### src/rtl/renderer_pkg.sv
// Shared renderer types: the block table entry layout, block attribute enums,
// scheduler FSM states and the 13-bit footprint overlap test.
package renderer_pkg;

  localparam int BLOCK_HALF_DEF = 32;

  typedef enum logic [2:0] {
    UP    = 3'd0,
    RIGHT = 3'd1,
    DOWN  = 3'd2,
    LEFT  = 3'd3,
    ANY   = 3'd4
  } direction_t;

  typedef enum logic {
    BLUE = 1'b0,
    RED  = 1'b1
  } color_t;

  // Bit layout matches tbl_data_in, MSB first.
  typedef struct packed {
    logic [11:0] x;
    logic [11:0] y;
    logic [13:0] z;
    color_t      color;
    direction_t  dir;
    logic        visible;
  } block_entry_t;

  typedef enum logic [1:0] {
    S_IDLE  = 2'd0,
    S_SCAN  = 2'd1,
    S_DRAIN = 2'd2
  } scan_state_t;

  // |p - c| <= half, written without subtraction so nothing can underflow.
  function automatic logic span_hit(input logic [12:0] p, input logic [12:0] c,
                                    input logic [12:0] half);
    return ((p + half) >= c) && (p <= (c + half));
  endfunction

endpackage

### src/rtl/block_line_scheduler_zmin_select.sv
// Minimum-z pick among the hitting slots. Pairwise reduction tree; a right
// child only replaces its left sibling when strictly nearer, so equal z
// always resolves to the lower slot index.
module zmin_select #(
  parameter int SLOTS = 4,
  parameter int ZW    = 14,
  parameter int IW    = (SLOTS > 1) ? $clog2(SLOTS) : 1
) (
  input  logic [SLOTS-1:0]         hit,
  input  logic [SLOTS-1:0][ZW-1:0] z,
  output logic [IW-1:0]            win_idx,
  output logic                     any_hit
);

  localparam int LEVELS = (SLOTS > 1) ? $clog2(SLOTS) : 0;
  localparam int P      = 1 << LEVELS;

  logic [P-1:0]         n_vld;
  logic [P-1:0][ZW-1:0] n_z;
  logic [P-1:0][IW-1:0] n_idx;

  // Leaves padded to a power of two, then reduce pairs level by level into node 0.
  always_comb begin
    n_vld = '0;
    n_z   = '0;
    n_idx = '0;
    for (int i = 0; i < SLOTS; i++) begin
      n_vld[i] = hit[i];
      n_z[i]   = z[i];
      n_idx[i] = IW'(i);
    end
    for (int l = 0; l < LEVELS; l++) begin
      for (int i = 0; i < P; i += (2 << l)) begin
        if (n_vld[i + (1 << l)] && (!n_vld[i] || (n_z[i + (1 << l)] < n_z[i]))) begin
          n_vld[i] = 1'b1;
          n_z[i]   = n_z[i + (1 << l)];
          n_idx[i] = n_idx[i + (1 << l)];
        end
      end
    end
    win_idx = n_idx[0];
    any_hit = n_vld[0];
  end

endmodule

### src/rtl/block_line_scheduler.sv
// Scanline scheduler: builds a per-line list of up to SLOTS blocks during
// hblank, then picks the nearest covering block for every active pixel.
module block_line_scheduler
  import renderer_pkg::*;
#(
  parameter int NUM_BLOCKS = 16,
  parameter int SLOTS      = 4,
  parameter int BLOCK_HALF = BLOCK_HALF_DEF
) (
  input  logic                          clk_in,
  input  logic                          rst_n_in,
  input  logic                          new_line_in,
  input  logic [9:0]                    next_y_in,
  input  logic [10:0]                   x_in,
  input  logic [9:0]                    y_in,
  input  logic                          active_in,
  output logic                          tbl_rd_out,
  output logic [$clog2(NUM_BLOCKS)-1:0] tbl_addr_out,
  input  logic [42:0]                   tbl_data_in,
  output logic [10:0]                   x_out,
  output logic [9:0]                    y_out,
  output logic [11:0]                   block_x_out,
  output logic [11:0]                   block_y_out,
  output logic [13:0]                   block_z_out,
  output logic                          block_color_out,
  output logic [2:0]                    block_direction_out,
  output logic                          block_visible_out,
  output logic                          scan_busy_out,
  output logic                          line_overflow_out
);

  localparam int AW = $clog2(NUM_BLOCKS);
  localparam int IW = (SLOTS > 1) ? $clog2(SLOTS) : 1;
  localparam int CW = $clog2(SLOTS + 1);
  localparam logic [AW-1:0] LAST_ADDR = AW'(NUM_BLOCKS - 1);
  localparam logic [CW-1:0] SLOTS_C   = CW'(SLOTS);
  localparam logic [12:0]   HALF13    = 13'(BLOCK_HALF);

  scan_state_t state, state_nxt;
  logic [AW-1:0] addr_q;
  logic [9:0]    line_y_q;
  logic          rd_vld_q;
  logic          commit, commit_q;

  block_entry_t  entry_in;
  logic          qual;

  block_entry_t [SLOTS-1:0] sh_ent, sh_ent_nxt;
  logic [CW-1:0]            sh_cnt, sh_cnt_nxt;
  logic                     sh_ovf, sh_ovf_nxt;

  block_entry_t [SLOTS-1:0] act_ent;
  logic [SLOTS-1:0]         act_vld;

  logic [SLOTS-1:0]         slot_hit;
  logic [SLOTS-1:0][13:0]   slot_z;
  logic [IW-1:0]            win_idx;
  logic                     any_hit;

  assign entry_in      = block_entry_t'(tbl_data_in);
  assign tbl_addr_out  = addr_q;
  // commit_q stretches busy over the cycle the new list becomes live.
  assign scan_busy_out = (state != S_IDLE) || commit_q;

  // Scan sequencing; a new_line pulse in any state restarts from entry 0.
  always_comb begin
    state_nxt  = state;
    tbl_rd_out = 1'b0;
    commit     = 1'b0;
    case (state)
      S_IDLE: begin
        if (new_line_in) state_nxt = S_SCAN;
      end
      S_SCAN: begin
        tbl_rd_out = 1'b1;
        if (new_line_in)              state_nxt = S_SCAN;
        else if (addr_q == LAST_ADDR) state_nxt = S_DRAIN;
      end
      S_DRAIN: begin
        if (new_line_in) begin
          state_nxt = S_SCAN;
        end else begin
          state_nxt = S_IDLE;
          commit    = 1'b1;
        end
      end
      default: state_nxt = S_IDLE;
    endcase
  end

  // FSM state, read address, target line and read-data tag.
  always_ff @(posedge clk_in or negedge rst_n_in) begin
    if (!rst_n_in) begin
      state    <= S_IDLE;
      addr_q   <= '0;
      line_y_q <= '0;
      rd_vld_q <= 1'b0;
      commit_q <= 1'b0;
    end else begin
      state    <= state_nxt;
      commit_q <= commit;
      // Data from a read issued in the restart cycle belongs to the old line.
      rd_vld_q <= tbl_rd_out && !new_line_in;
      if (new_line_in) begin
        addr_q   <= '0;
        line_y_q <= next_y_in;
      end else if (state == S_SCAN) begin
        addr_q   <= addr_q + AW'(1);
      end
    end
  end

  assign qual = rd_vld_q && entry_in.visible &&
                span_hit({3'b000, line_y_q}, {1'b0, entry_in.y}, HALF13);

  // Append qualifying entries in table order; the slot after the last marks overflow.
  always_comb begin
    sh_ent_nxt = sh_ent;
    sh_cnt_nxt = sh_cnt;
    sh_ovf_nxt = sh_ovf;
    if (qual) begin
      if (sh_cnt < SLOTS_C) begin
        sh_ent_nxt[sh_cnt[IW-1:0]] = entry_in;
        sh_cnt_nxt                 = sh_cnt + CW'(1);
      end else begin
        sh_ovf_nxt = 1'b1;
      end
    end
  end

  // Shadow list being built for the upcoming line.
  always_ff @(posedge clk_in or negedge rst_n_in) begin
    if (!rst_n_in) begin
      sh_ent <= '0;
      sh_cnt <= '0;
      sh_ovf <= 1'b0;
    end else if (new_line_in) begin
      sh_cnt <= '0;
      sh_ovf <= 1'b0;
    end else begin
      sh_ent <= sh_ent_nxt;
      sh_cnt <= sh_cnt_nxt;
      sh_ovf <= sh_ovf_nxt;
    end
  end

  // Active list: swapped in whole at commit, using the post-drain shadow.
  always_ff @(posedge clk_in or negedge rst_n_in) begin
    if (!rst_n_in) begin
      act_ent           <= '0;
      act_vld           <= '0;
      line_overflow_out <= 1'b0;
    end else if (commit) begin
      act_ent           <= sh_ent_nxt;
      line_overflow_out <= sh_ovf_nxt;
      for (int i = 0; i < SLOTS; i++) act_vld[i] <= (CW'(i) < sh_cnt_nxt);
    end
  end

  // Horizontal coverage per slot.
  for (genvar s = 0; s < SLOTS; s++) begin : g_slot
    assign slot_hit[s] = act_vld[s] && act_ent[s].visible &&
                         span_hit({2'b00, x_in}, {1'b0, act_ent[s].x}, HALF13);
    assign slot_z[s]   = act_ent[s].z;
  end

  zmin_select #(.SLOTS(SLOTS), .ZW(14), .IW(IW)) u_zmin (
    .hit     (slot_hit),
    .z       (slot_z),
    .win_idx (win_idx),
    .any_hit (any_hit)
  );

  // Registered pixel outputs; fields are zero whenever no block is shown.
  always_ff @(posedge clk_in or negedge rst_n_in) begin
    if (!rst_n_in) begin
      x_out               <= '0;
      y_out               <= '0;
      block_x_out         <= '0;
      block_y_out         <= '0;
      block_z_out         <= '0;
      block_color_out     <= 1'b0;
      block_direction_out <= '0;
      block_visible_out   <= 1'b0;
    end else begin
      x_out <= x_in;
      y_out <= y_in;
      if (active_in && any_hit) begin
        block_x_out         <= act_ent[win_idx].x;
        block_y_out         <= act_ent[win_idx].y;
        block_z_out         <= act_ent[win_idx].z;
        block_color_out     <= act_ent[win_idx].color;
        block_direction_out <= act_ent[win_idx].dir;
        block_visible_out   <= 1'b1;
      end else begin
        block_x_out         <= '0;
        block_y_out         <= '0;
        block_z_out         <= '0;
        block_color_out     <= 1'b0;
        block_direction_out <= '0;
        block_visible_out   <= 1'b0;
      end
    end
  end

endmodule

### config.mk
export PLATFORM = sky130hd
export DESIGN_NAME = block_line_scheduler
export DESIGN_NICKNAME = d
export VERILOG_FILES = /design/src/rtl/renderer_pkg.sv /design/src/rtl/block_line_scheduler_zmin_select.sv /design/src/rtl/block_line_scheduler.sv
export SDC_FILE = /design/constraint.sdc
export NUM_CORES = 1
export LEC_CHECK = 0
export ABC_CLOCK_PERIOD_IN_PS = 8050
export BUFFER_PORTS_ARGS = -buffer_cell sky130_fd_sc_hd__buf_2
export CAP_MARGIN = 25
export CORE_MARGIN = 2
export CORE_UTILIZATION = 55
export CTS_BUF_LIST = sky130_fd_sc_hd__clkbuf_4 sky130_fd_sc_hd__clkbuf_8
export DETAILED_ROUTE_END_ITERATION = 12
export PLACE_DENSITY = 0.75
export RECOVER_POWER = 100
export SYNTH_ARGS = -nofsm -noshare
export SYNTH_HDL_FRONTEND = slang
export SYNTH_SLANG_ARGS = --single-unit
export TNS_END_PERCENT = 1
### constraint.sdc
create_clock -name clk_in -period 8.05 [get_ports clk_in]
set_clock_uncertainty 0.1 [all_clocks]
set_input_delay 2.0125 -clock clk_in [delete_from_list [all_inputs] [get_ports clk_in]]
set_output_delay 2.0125 -clock clk_in [all_outputs]
set_load 0.02 [all_outputs]
==> metrics.csv <==
metric,value,unit
status,finished with violations,
violations,"max-capacitance violations, max-slew violations",
path_max_fanout,43,
worstSetupPathType,input pin to register,
first_iter_violations,1099,
maxSlewHeadroom,-233,%
routedWlPerCell,20.4,microns
synthAdderAreaFrac,7.76,%
die_y,206,microns
dr.pass1.iters,9,
post_cts_resized,0,
tightest_slew,5.00,ns
synth_flop_cell,dfrtp_1,
setup_tns,0,ns
total_power,4.77,mW
finalNonFillerCells,2777,
grt_first_pass_wirelength,89900,microns
layout_common_cells,"dfrtp_1, nand2_1, mux2i_1",
syn_nets,2274,
yosysSeqAreaShare,48.6,%
end_kind,register,
placed_cells,2641,
htree_levels,3,
initial_core_util,56.0,%
grt_antenna_before_repair,4,
synth_cells,2057,
async_reset_ff_share,100,%
hold_viol_final,0,
place.gp.congestion,0.878,
cap_violations,10,
startpoint,tbl_data_in[20],
irDropWorstVdd,0.000125,V
hold_buffers,0,
clk_latency,0.64,ns
io_pins,149,
final-setup-viol-count,0,
cp.arrival,7.59,ns
ant_nets,0,
cts_tree,built,
grt_overflow,0,
synth.largest_area_cell,dfrtp_1,
r2r_start,act_ent[36]$_DFFE_PN0P_,
required,8.46,ns
core.rowCount,73,
avgSynthCellArea,10.9,sq um
ys_types,56,
syn_to_final_growth,11.6,%
synth_area_leaders,"dfrtp_1, mux2i_1, ha_1",
clk_pin_slew,0.06,ns
vias,15900,
yosys_warnings,0,
coreArea,40000,sq um
post-route-period-util,89.2,%
syn_area,22400,sq um
grt_pass1_vias,16300,
layout_commonest_cell,dfrtp_1,
start_kind,input pin,
slew_viol_final,569,
grt_max_degree,180,
die_area,42400,sq um
root_buffer,clkbuf_8,
synth_edf_count,0,
drc_errors,0,
rsz0062_at_grt,false,
wirelength,56800,microns
drive_gt1_share,12.0,%
cts_inserted_buffers,74,
synth_compound_area_share,10.1,%
grtUsageTotal,27.6,%
port_buffers,148,
fin_nets,2410,
netlist.area_leader.share,48.6,%
viasPerCell,5.74,
synth_xor_area_share,1.17,%
fin_crit,7.18,ns
p_leak,13.0,nW
cts_setup_buffers,0,
clockBufferDepth,3,
clock_sinks,435,
dp_hpwl,38300,microns
yosys.area_share.simple,8.67,%
synth_top_family_by_area,multiplexers,
power_density,191,nW/um^2
holdWs,0.365,ns
ys_seq_elements,435,
post-route-util,62.5,%
synth.area.mux_share,19.7,%
hold_start,sh_ent[86]$_DFFE_PN0N_,
die_width,206,microns
max_freq,139,MHz
hold_class,register to register,
-- synthesized netlist by cell type, types with 5 or more instances --
cell,count
dfrtp_1,435
nand2_1,240
mux2i_1,203
o21ai_0,189
mux2_1,154
ha_1,139
inv_1,97
clkbuf_1,68
nand3_1,66
nor2_1,65
a21oi_1,61
buf_2,46
a211oi_1,40
mux2_2,33
xnor2_1,26
a21o_1,25
o211ai_1,20
mux2_4,19
nand4_1,15
and3_1,11
nor2b_1,9
a31oi_1,8
nor3_1,8
nand2b_1,7
o21a_1,7
o21ai_1,6
and2_1,5
-- worst max-delay path, stage by stage --
cell      delay [ns]
clkbuf_1        0.32
inv_1           0.16
ha_1            0.33
nor2b_1         0.14
o21a_1          0.16
o21a_1          0.19
o21ai_0         0.15
a21oi_1         0.10
o21ai_0         0.17
buf_4           0.23
nand4_1         0.14
buf_4           0.31
nor2_1          0.15
clkbuf_1        2.49
mux2_2          0.50
-- cell families (layout without fill, tap and decap cells) --
family,Yosys count,in the layout
simple gates,444,444
fa+ha+maj,139,139
xor+xnor,30,30
mux,409,409
compound gates,383,383
buf+inv,217,410
other cells,0,2
flops,435,435
-- routing by layer --
layer  track usage [%]  wire length (microns)  up-vias  share of wire (%)
met3              4.65                   2670       88                4.7
met5                 0                     15        -              0.026
met1              37.8                  25800     7941                 45
met4              9.11                   1430        2                2.5
met2              44.9                  26900      356                 47
li1                  -                      -     7541                  -
-- report_power, final --
group | total, mW | internal [mW] | switching [mW]
Sequential | 2.30 | 2.26 | 0.0400
Combinational | 0.327 | 0.132 | 0.195
Clock | 2.14 | 1.21 | 0.925
-- sequential cells by signal, summed over array words and instances, names as in the netlist, 2 cells and up --
register             flops
act_vld                  4
line_y_q                10
block_z_out             14
block_y_out             12
block_direction_out      3
block_x_out             12
y_out                   10
act_ent                172
tbl_addr_out             4
x_out                   11
state                    2
sh_ent                 172
sh_cnt                   3
-- area by class of cell --
cell class,count,area (sq um)
Multi-Input combinational cell,1405,10600
Fill cell,3297,15000
Antenna cell,2,5.00
Timing Repair Buffer,179,871
Sequential cell,435,10900
Tap cell,525,657
Clock inverter,14,116
Inverter,98,368
Clock buffer,119,1490
-- final timing paths --
path / to / slack, ns / depth (start not counted)
worst max-delay path: sh_ent[132]$_DFFE_PN0N_ / 0.87 / 15
worst min-delay path: sh_ent[86]$_DFFE_PN0N_ / 0.37 / 1
worst max register to register: block_y_out[10]$_DFF_PN0_ / 2.25 / 22
worst min register to register: sh_ent[86]$_DFFE_PN0N_ / 0.37 / 1
max in group asynchronous: act_ent[126]$_DFFE_PN0P_ / 1.85 / 2
min in group asynchronous: sh_ent[124]$_DFFE_PN0N_ / 3.08 / 1
-- through the flow --
| step | cell area [sq um] | worst slack [ns] |
|---|---|---|
| 2_1_floorplan | 22400 | 1.52 |
| 3_3_place_gp | 23700 | 0.846 |
| 3_5_place_dp | 23700 | 0.785 |
| 4_1_cts | 25300 | 1.43 |
| 5_1_grt | 25000 | 0.550 |
| 6_report | 25000 | 0.872 |
(Power assumes the default switching activity.)
